===== src/rtl/door_ctrl_pkg.sv =====
// Shared door-controller types: FSM state encoding and default motor geometry.
// Latency: n/a (package only).
// Backpressure: n/a.
package door_ctrl_pkg;

    typedef enum logic [1:0] {
        IDLE    = 2'd0,
        MOVE_UP = 2'd1,
        MOVE_DN = 2'd2,
        FAULT   = 2'd3
    } state_t;

    localparam int POS_W_DEF    = 8;
    localparam int POS_MAX_DEF  = 200;
    localparam int TICK_DIV_DEF = 4;

    // A divide-by-1 prescaler still needs a one-bit counter to stay legal.
    function automatic int cnt_width(input int div);
        return (div <= 1) ? 1 : $clog2(div);
    endfunction

endpackage


===== src/rtl/tick_prescaler.sv =====
// Divides motor-drive cycles down to position steps; tick on the TICK_DIV-th enabled cycle.
// Latency: tick is combinational from the registered count.
// Backpressure: none; clr or !en restarts the count.
module tick_prescaler
    import door_ctrl_pkg::*;
#(
    parameter int TICK_DIV = TICK_DIV_DEF
) (
    input  logic CLK,
    input  logic RST,
    input  logic en,
    input  logic clr,
    output logic tick
);

    localparam int             CW   = cnt_width(TICK_DIV);
    localparam logic [CW-1:0]  LAST = CW'(TICK_DIV - 1);

    logic [CW-1:0] cnt;

    assign tick = en && !clr && (cnt == LAST);

    always_ff @(posedge CLK or negedge RST) begin
        if (!RST) begin
            cnt <= '0;
        end else if (clr || !en || tick) begin
            cnt <= '0;
        end else begin
            cnt <= cnt + CW'(1);
        end
    end

endmodule


===== src/rtl/motor_limit_tracker.sv =====
// Tracks door position from motor commands; flags limits and sticky conflicting-command fault.
// Latency: Pos steps TICK_DIV cycles after a move starts; limit flags decode Pos with no delay.
// Backpressure: none; FAULT absorbs all commands until reset.
module motor_limit_tracker
    import door_ctrl_pkg::*;
#(
    parameter int POS_W    = POS_W_DEF,
    parameter int POS_MAX  = POS_MAX_DEF,
    parameter int TICK_DIV = TICK_DIV_DEF
) (
    input  logic             CLK,
    input  logic             RST,
    input  logic             UP_M,
    input  logic             Dn_M,
    output logic             Up_Max,
    output logic             Dn_Max,
    output logic [POS_W-1:0] Pos,
    output logic             Fault
);

    localparam logic [POS_W-1:0] TOP = POS_W'(POS_MAX);

    state_t state;
    state_t state_nxt;
    logic   moving;
    logic   chg;
    logic   tick;

    always_comb begin
        state_nxt = state;
        if (state != FAULT) begin
            case ({UP_M, Dn_M})
                2'b11:   state_nxt = FAULT;
                2'b10:   state_nxt = MOVE_UP;
                2'b01:   state_nxt = MOVE_DN;
                default: state_nxt = IDLE;
            endcase
        end
    end

    assign moving = (state == MOVE_UP) || (state == MOVE_DN);
    // A state change (including reversal) restarts the step count and suppresses the step.
    assign chg    = (state_nxt != state);

    tick_prescaler #(
        .TICK_DIV (TICK_DIV)
    ) u_prescaler (
        .CLK  (CLK),
        .RST  (RST),
        .en   (moving),
        .clr  (chg),
        .tick (tick)
    );

    always_ff @(posedge CLK or negedge RST) begin
        if (!RST) begin
            state <= IDLE;
            Pos   <= '0;
            Fault <= 1'b0;
        end else begin
            state <= state_nxt;
            Fault <= (state_nxt == FAULT);
            if (tick) begin
                if (state == MOVE_UP && Pos != TOP) begin
                    Pos <= Pos + POS_W'(1);
                end else if (state == MOVE_DN && Pos != '0) begin
                    Pos <= Pos - POS_W'(1);
                end
            end
        end
    end

    assign Up_Max = (Pos == TOP);
    assign Dn_Max = (Pos == '0);

endmodule


===== config.mk =====
export PLATFORM = sky130hd
export DESIGN_NAME = motor_limit_tracker
export DESIGN_NICKNAME = d
export VERILOG_FILES = /design/src/rtl/door_ctrl_pkg.sv /design/src/rtl/tick_prescaler.sv /design/src/rtl/motor_limit_tracker.sv
export SDC_FILE = /design/constraint.sdc
export NUM_CORES = 1
export LEC_CHECK = 0
export CAP_MARGIN = 20
export CORE_MARGIN = 2
export CORE_UTILIZATION = 55
export DETAILED_ROUTE_END_ITERATION = 8
export PLACE_DENSITY = 0.82
export SYNTH_ARGS = -nofsm -noshare
export SYNTH_HDL_FRONTEND = slang
export SYNTH_SLANG_ARGS = --single-unit

===== constraint.sdc =====
create_clock -name CLK -period 8.5 [get_ports CLK]
set_input_delay 1.275 -clock CLK [delete_from_list [all_inputs] [get_ports CLK]]
set_output_delay 1.275 -clock CLK [all_outputs]
set_load 0.005 [all_outputs]

After elaboration in Yosys (flattened, before gate mapping)
Cells that the tools add are included.
{ "totals": {"ff_bits": 13, "latch_bits": 0, "ramBits": 0, "romBits": 0, "inputBits": 4, "output_inout_bits": 11, "elab_cells": 36, "mem_count": 0} }
{ "classes": {"addsub": 3, "n_mul": 0, "div": 0, "magnitude_cmp": 0, "n_eq_ne": 11, "shifts": 0, "muxes": 5, "bitwise_logic": 0, "reduce_logical": 13} }
{ "ops": {"columns": ["operator", "count"], "rows": [
  ["$mux W8", 2],
  ["$eq A2 B2 Y1 const B", 5],
  ["$add A8 B1 Y8 const B", 1],
  ["$eq A8 B8 Y1 const B", 1],
  ["$logic_not A8 Y1", 1],
  ["$ne A8 B8 Y1 const B", 1],
  ["$reduce_bool A8 Y1", 1],
  ["$sub A8 B1 Y8 const B", 1],
  ["$pmux W2 S3", 1],
  ["$eq A2 B1 Y1 const B", 2],
  ["$logic_and A1 B1 Y1", 4],
  ["$mux W2", 2],
  ["$logic_or A1 B1 Y1", 3],
  ["$add A2 B1 Y2 const B", 1],
  ["$logic_not A1 Y1", 2],
  ["$ne A2 B2 Y1", 1],
  ["$ne A2 B2 Y1 const B", 1],
  ["$reduce_and A2 Y1", 1],
  ["$reduce_bool A2 Y1", 1]
]} }

Depth between registers and ports, before layout
Gate-level depths: netlist (run 1).
{ "depth": {"depth_word": 9, "depth_mapped": 9, "ltp_nobuf": 9} }

Modules after synthesis
A second synthesis (run 1) with hierarchy kept.
{ "unflattened": {"hier_cells": 81, "area_unflattened_um2": 917.1} }
{ "modules_own_cells": {"columns": ["module", "instances", "cells_per_inst", "area_per_inst_um2", "seq_area_each_um2"], "rows": [
  ["motor_limit_tracker", 1, 75, 818.3, 275.3],
  ["tick_prescaler", 1, 6, 98.8, 50.0]
]} }

Worst setup path after synthesis (run 1)
Ideal clock, no wire load.
{ "synth_path": {"path_type": "register to register", "start": "reg Pos[5]", "end": "reg Pos[7]", "setup_ps": 79, "arrival_time_ps": 2876, "required_ps": 8421, "setup_slack_ps": 5545, "stages_incl_launch_ff": 9, "path_buffers": 0, "synth_period_minus_slack_ps": 2955, "cell_sequence": "dfrtp_1 > or4_4 > o31ai_4 > ha_1 > a21oi_1 > o21ai_0 > or3b_1 > a2111oi_2 > xor2_1"} }
{ "synth_between": {"elab_chain_len": 4, "word_cells_on_any_way": 10, "cone_classes": "add/sub (2); eq/ne (1); mux (2); reduce/logical (5)"} }
{ "synth_rtl": {"columns": ["item", "line", "source"], "rows": [
  ["from (decl)", "motor_limit_tracker.sv:17", "output logic [POS_W-1:0] Pos,"],
  ["from (signal assigned)", "motor_limit_tracker.sv:65", "Pos <= Pos + POS_W'(1);"],
  ["from (signal assigned)", "motor_limit_tracker.sv:67", "Pos <= Pos - POS_W'(1);"],
  ["parallel branches: the longest is 4 deep, another holds $sub A8 B1 Y8", null, null]
]} }
Several ways; the timed one is not identified. The select of a mux whose other input is x is not followed.
A chain may end at the register's enable or synchronous reset.

Worst setup path in the final report (run 1)
{ "layout_path": {"start": "reg Pos[0]", "end": "out Up_Max"} }
{ "layout_between": {"elab_chain_len": 1} }
{ "layout_rtl": {"columns": ["item", "line", "source"], "rows": [
  ["$eq A8 B8 Y1", "motor_limit_tracker.sv:73", "assign Up_Max = (Pos == TOP);"],
  ["to (decl)", "motor_limit_tracker.sv:15", "output logic Up_Max,"]
]} }
No other way between the ends.

==> results of run 1 <==
-- synth_stat cells --
cell type	count	area share, %
dfrtp_1	13	36
ha_1	10	14
mux2_2	8	10
a21oi_1	6	3.3
inv_1	6	2.5
o21ai_0	4	2.2
xnor2_1	4	3.9
xor2_1	4	3.9
nand2_1	3	1.2
nand3_1	3	1.7
nor3_1	3	1.7
and2_1	2	1.4
nor4_1	2	1.4
a2111oi_2	1	1.7
a211oi_1	1	0.83
a21o_1	1	0.83
a221oi_1	1	0.97
fa_1	1	2.2
nand3b_1	1	0.83
nor2b_1	1	0.69
nor3_2	1	1.1
nor3b_1	1	0.83
o21bai_1	1	0.83
o31ai_4	1	2.4
or2_2	1	0.69
or3_2	1	0.83
or3b_1	1	0.97
or4_4	1	1.2
-- cells by family (layout without fill, tap and decap cells) --
logic type | after synthesis | after routing | synth area share, %
simple gates | 21 | 21 | 14.6
compound gates | 16 | 16 | 13.0
flops | 13 | 13 | 36.1
fa+ha+maj | 11 | 11 | 16.1
xor+xnor | 8 | 8 | 7.77
mux | 8 | 8 | 9.99
buf+inv | 6 | 24 | 2.50
-- power groups by stage --
stage | clock (W) | sequential (W) | combinational [W]
6_report | 0.0000386 | 0.0000840 | 0.000110
5_1_grt | 0.0000428 | 0.0000858 | 0.000125
4_1_cts | 0.0000398 | 0.0000841 | 0.000110
3_5_place_dp | 0 | 0.0000852 | 0.000110
3_3_place_gp | 0 | 0.0000849 | 0.000107
2_1_floorplan | 0 | 0.0000833 | 0.0000751
-- final timing paths --
check                                      to          startpoint  depth (start not counted)  slack [ns]
setup / recovery                       Up_Max              Pos[0]                          4        4.92
hold / removal             u_prescaler.cnt[0]  u_prescaler.cnt[0]                          1        0.44
setup reg to reg                       Pos[7]              Pos[0]                          8        5.28
hold reg to reg            u_prescaler.cnt[0]  u_prescaler.cnt[0]                          1        0.44
max in group asynchronous              Pos[5]                 RST                          1        6.76
min in group asynchronous              Pos[1]                 RST                          1        1.36
-- stage by stage --
stage | cell area [um2] | worst slack, ns | std cells
after global placement | 1060 | 5.19 | 113
after floorplan | 902 | 5.55 | 83
after detailed placement | 1060 | 5.14 | 113
after CTS | 1090 | 4.90 | 117
after global routing | 1090 | 4.82 | 117
final | 1090 | 4.92 | 117
-- layer usage --
| metal | share of wire (%) | track usage, % | routed length, um | vias to the layer above |
|---|---|---|---|---|
| li1 | - | - | - | 340 |
| met1 | 44 | 26.6 | 709 | 329 |
| met2 | 47 | 32.5 | 754 | 22 |
| met3 | 6.7 | 7.76 | 107 | 5 |
| met4 | 1.9 | 7.27 | 31 | 0 |
| met5 | 0 | 0 | 0 | - |
-- cell type report --
type / count / area, um2
clock inverter: 1 / 5.00
multi-input combinational: 64 / 554
clock buffer: 3 / 22.5
timing repair buffer: 14 / 140
inverter: 6 / 22.5
tap: 16 / 20.0
fill: 114 / 434
sequential: 13 / 325
-- sequential cells by signal, indices dropped and copies added (netlist names) --
| signal | cells |
|---|---|
| state | 2 |
| u_prescaler.cnt | 2 |
| Fault | 1 |
| Pos | 8 |
==> flow_metrics.py, run 1 <==
metrics = {
    "route": {
        "drt_iter0_drc": 11,
        "ant_nets": 0,
        "routed_wl_mm": 1.60,
        "route.detailed.drc": 0,
        "via_count": 696,
        "wl_per_cell_um": 13.7,
        "vias_per_cell": 5.95,
        "first_pass_iters": 4,
    },
    "timing": {
        "setup_tns_ns": 0,
        "min_period_ns": 3.58,
        "finalHoldViolCount": 0,
        "hold_slack_ns": 0.443,
        "slew_headroom_pct": 60.5,
        "fmaxAchievable_ghz": 0.280,
        "worst_pin_slew_ns": 0.590,
        "post-route-period-util_pct": 42.1,
        "slew_viol_final": 0,
        "setup_viol": 0,
        "rsz0062_at_grt": "no",
        "clock_skew_ns": 0.00464,
    },
    "global_route": {
        "grt_usage_pct": 20.9,
        "grt_max_degree": 14,
        "grt_antenna_before_repair": 0,
        "overflow": 0,
        "grt_pass1_vias": 674,
        "grt_pass1_wl_mm": 2.96,
    },
    "setup_path": {
        "cp_cell_sequence": "or4_4, or3_2, inv_1, clkdlybuf4s50_1",
        "crit_family": "simple AND/OR/NAND/NOR gates",
        "endpoint_kind": "output pin",
        "crit_type": "reg2out",
        "crit_required_ns": 7.22,
        "slowest_stage": "or4_4",
        "max_stage_delay_ns": 0.52,
        "cp_num_buf_inv": 2,
        "critPathLaunchType": "flip-flop",
        "crit_path_max_fanout": 6,
        "arrival_ns": 2.30,
    },
    "clock_tree": {
        "numCtsBuffers": 3,
        "htree_levels": 1,
        "clk_root_buffer_cell": "clkbuf_4",
        "clk_pin_slew_ns": 0.08,
        "cts_tree": "yes",
        "cts_resized": 0,
        "worstSkewPairLatency_ns": 0.28,
        "postCtsHoldBufs": 0,
        "cts_setup_buffers": 0,
        "cts_sinks": 13,
        "cts_buffer_depth": 2,
    },
    "floorplanning": {
        "ios": 15,
        "start_util_pct": 59.2,
        "row_count": 14,
        "core_area_um2": 1520,
        "die_w_um": 44.5,
        "die_h_um": 44.5,
        "die-area_um2": 1980,
    },
    "pwr": {
        "power_density_nw_per_um2": 213,
        "seq_power_share_pct": 36.1,
        "switchingPower_w": 0.0000849,
        "p_leak_nw": 0.526,
        "intPower_w": 0.000148,
        "combinationalPowerShare_pct": 47.3,
        "clockPowerShare_pct": 16.6,
        "ir_drop_v": 0.000115,
        "p_total_w": 0.000232,
        "switching_share_pct": 36.5,
    },
    "synthesis": {
        "postSynthCellCount": 83,
        "syn_nets": 98,
        "syn_area_per_cell_um2": 10.9,
        "yosysWarnings": 0,
        "synth_cell_types": 28,
        "ys_seq_area_share_pct": 36.1,
        "ys_ff_latch": 13,
        "synth_area_um2": 902,
    },
    "layout": {
        "drive_gt1_share_pct": 17.8,
        "final_nets": 117,
        "post-route-util_pct": 71.5,
        "diodes": 0,
        "final_cell_mix": "14 x clkdlybuf4s50_1, 13 x dfrtp_1, 10 x ha_1, 8 x mux2_2",
        "final_common_cell": "clkdlybuf4s50_1",
        "syn2layout_area_growth_pct": 20.8,
    },
    "status": {
        "status": "finished, final reports clean",
    },
    "placed_design": {
        "numPortBuffers": 14,
        "gp_congestion": 0.798,
        "dpl.hpwl_mm": 1.24,
    },
    "min_path": {
        "hp-class": "reg2reg",
    },
    "job": {
        "maxCapViolCount": 0,
    },
}
Note: power is estimated with default switching activity, not from simulation.
==> inputs of run 2 (changes only) <==
CORE_UTILIZATION = 46   (was 55)
PLACE_DENSITY = 0.73   (was 0.82)
clock period = 3.25 ns   (was 8.5 ns; I/O delays follow)
==> run 2 against run 1 <==
- via count up 1.1%
- utilization decreased by 11 points
- combinational power increased to 2.9 times the previous value
- die area grew 18%
- sequential share of layout area decreased by 1.5 points
- global-route usage is 4.1 points lower
- clock power grew to 2.5 times the previous value
- first-iteration DRC count down 64%
- count of clock-buffer cells in the layout did not move
- non-clock buffer count up 6
- clock skew decreased by 0.0033 ns
- setup slack worse by 4.7 ns
- critical path type is now reg2reg
- critical endpoint is now Pos[7]
==> flow_metrics.py, run 2 (synthesis gave the netlist of run 1 again) <==
metrics = {
    "global_route": {
        "grt_pass1_vias": 621,
        "overflow": 0,
        "grt_usage_pct": 16.8,
        "grt_pass1_wl_mm": 2.65,
        "grt_antenna_before_repair": 0,
        "grt_max_degree": 14,
    },
    "layout": {
        "final_cell_mix": "14 x clkdlybuf4s50_1, 13 x dfrtp_1, 10 x ha_1, 8 x mux2_2",
        "post-route-util_pct": 60.4,
        "diodes": 0,
        "fill_cells": 154,
        "syn2layout_area_growth_pct": 27.3,
        "regArea_um2": 325,
        "final_nets": 123,
        "largestRegisters": "Pos: 8 flops, state: 2 flops, u_prescaler.cnt: 2 flops",
        "final_common_cell": "clkdlybuf4s50_1",
        "multi_input_area_um2": 554,
        "regMostFlops": "Pos",
        "drive_gt1_share_pct": 22.4,
        "largest_register_ffs": 8,
    },
    "setup_path": {
        "cp_num_buf_inv": 0,
        "critPathLaunchType": "flip-flop",
        "crit_family": "compound AO/OA/AOI/OAI gates",
        "crit_type": "reg2reg",
        "crit_path_max_fanout": 6,
        "endpoint_kind": "flip-flop",
        "r2r_slack_ns": 0.18,
        "arrival_ns": 3.27,
        "crit_required_ns": 3.45,
        "r2r_end": "Pos[7]",
        "max_stage_delay_ns": 0.58,
        "slowest_stage": "or4_4",
        "cp_cell_sequence": "or4_4, o31ai_4, ha_1, a21oi_1, o21ai_0, or3b_1, a2111oi_2, xor2_1",
        "rr_startpoint": "Pos[5]",
        "cp-startpoint": "Pos[5]",
        "r2r_cells": 8,
    },
    "route": {
        "wl_per_cell_um": 12.5,
        "drt_iter0_drc": 4,
        "vias_per_cell": 5.25,
        "via_count": 704,
        "first_pass_iters": 3,
        "ant_nets": 0,
        "route.detailed.drc": 0,
        "routed_wl_mm": 1.67,
    },
    "job": {
        "maxCapViolCount": 0,
    },
    "timing": {
        "rsz0062_at_grt": "no",
        "setup_tns_ns": 0,
        "worst_pin_slew_ns": 0.568,
        "slew_viol_final": 0,
        "clock_skew_ns": 0.00136,
        "finalHoldViolCount": 0,
        "setup_viol": 0,
        "slew_headroom_pct": 62.0,
        "min_period_ns": 3.07,
        "fmaxAchievable_ghz": 0.326,
        "post-route-period-util_pct": 94.4,
    },
    "placed_design": {
        "numPortBuffers": 14,
        "gp_congestion": 0.762,
        "dpl.hpwl_mm": 1.32,
    },
    "clock_tree": {
        "clk_root_buffer_cell": "clkbuf_4",
        "clk_pin_slew_ns": 0.08,
        "cts_tree": "yes",
        "cts_sinks": 13,
        "htree_levels": 1,
        "cts_buffer_depth": 2,
        "numCtsBuffers": 3,
        "worstSkewPairLatency_ns": 0.27,
    },
    "min_path": {
        "hold_path_depth": 1,
        "min_to": "u_prescaler.cnt[0]",
        "hp-start": "u_prescaler.cnt[0]",
        "hp-class": "reg2reg",
    },
    "floorplanning": {
        "die-area_um2": 2330,
        "row_count": 16,
        "start_util_pct": 47.4,
        "ios": 15,
        "core_area_um2": 1900,
        "die_w_um": 48.3,
        "die_h_um": 48.3,
    },
    "pwr": {
        "ir_drop_v": 0.000371,
        "power_density_nw_per_um2": 543,
        "p_leak_nw": 0.555,
    },
    "status": {
        "status": "finished, final reports clean",
    },
}
-- run 2: cell count changes in the layout (fill, tap and decap cells not counted) --
| cell | change |
|---|---|
| buf_4 | +6 |
-- run 2: layout make-up --
type / count / share of cell area [%]
Clock buffer: 3 / 1.96
Clock inverter: 1 / 0.436
Inverter: 6 / 1.96
Multi-Input combinational cell: 64 / 48.3
Sequential cell: 13 / 28.3
Tap cell: 27 / 2.94
Timing Repair Buffer: 20 / 16.1
-- run 2: power by group --
part | leakage, nW | switching, W | internal, W
combinational | 0.365 | 0.000146 | 0.000168
sequential | 0.172 | 0.0000257 | 0.000187
clock | 0.0177 | 0.0000515 | 0.0000456
total | 0.555 | 0.000224 | 0.000400
-- run 2: per-layer routing --
layer  wire length, um  track usage, %  share of wire (%)
met1               772            20.8                 46
met2               832            27.9                 50
met3                68            6.67                4.1
met4                 0            3.24                  0
met5                 0               0                  0
-- run 2: through the flow --
stage	cells	hold slack (ns)	setup WS [ns]	cell area, um2	total power (W)
finish	134	0.445	0.183	1150	0.000624
global route	134	0.476	0.0621	1150	0.000685
CTS	131	0.449	0.0488	1130	0.000623
detailed placement	127	0.438	0.0785	1100	0.000522
global placement	127	0.432	0.174	1100	0.000514
floorplan	83	0.192	0.295	902	0.000414
-- run 2: worst register-to-register path, stage by stage, from the launching register on --
cell,delay [ns]
dfrtp_1,0.44
or4_4,0.58
o31ai_4,0.32
ha_1,0.36
a21oi_1,0.18
o21ai_0,0.14
or3b_1,0.41
a2111oi_2,0.39
xor2_1,0.18
-- run 2: worst max-delay path by stage --
stage | to | slack [ns] | cells after the start
after floorplan | Pos[7] | 0.30 | 8
after global placement | Pos[7] | 0.17 | 8
after detailed placement | Pos[7] | 0.08 | 8
after CTS | Pos[7] | 0.05 | 8
after global routing | Pos[7] | 0.06 | 8
final | Pos[7] | 0.18 | 8
-- run 2: what timing repair did --
item,CTS,global route
buffers inserted,0,3
hold buffers,0,0
resized for setup,0,0
setup endpoints to repair,0,1
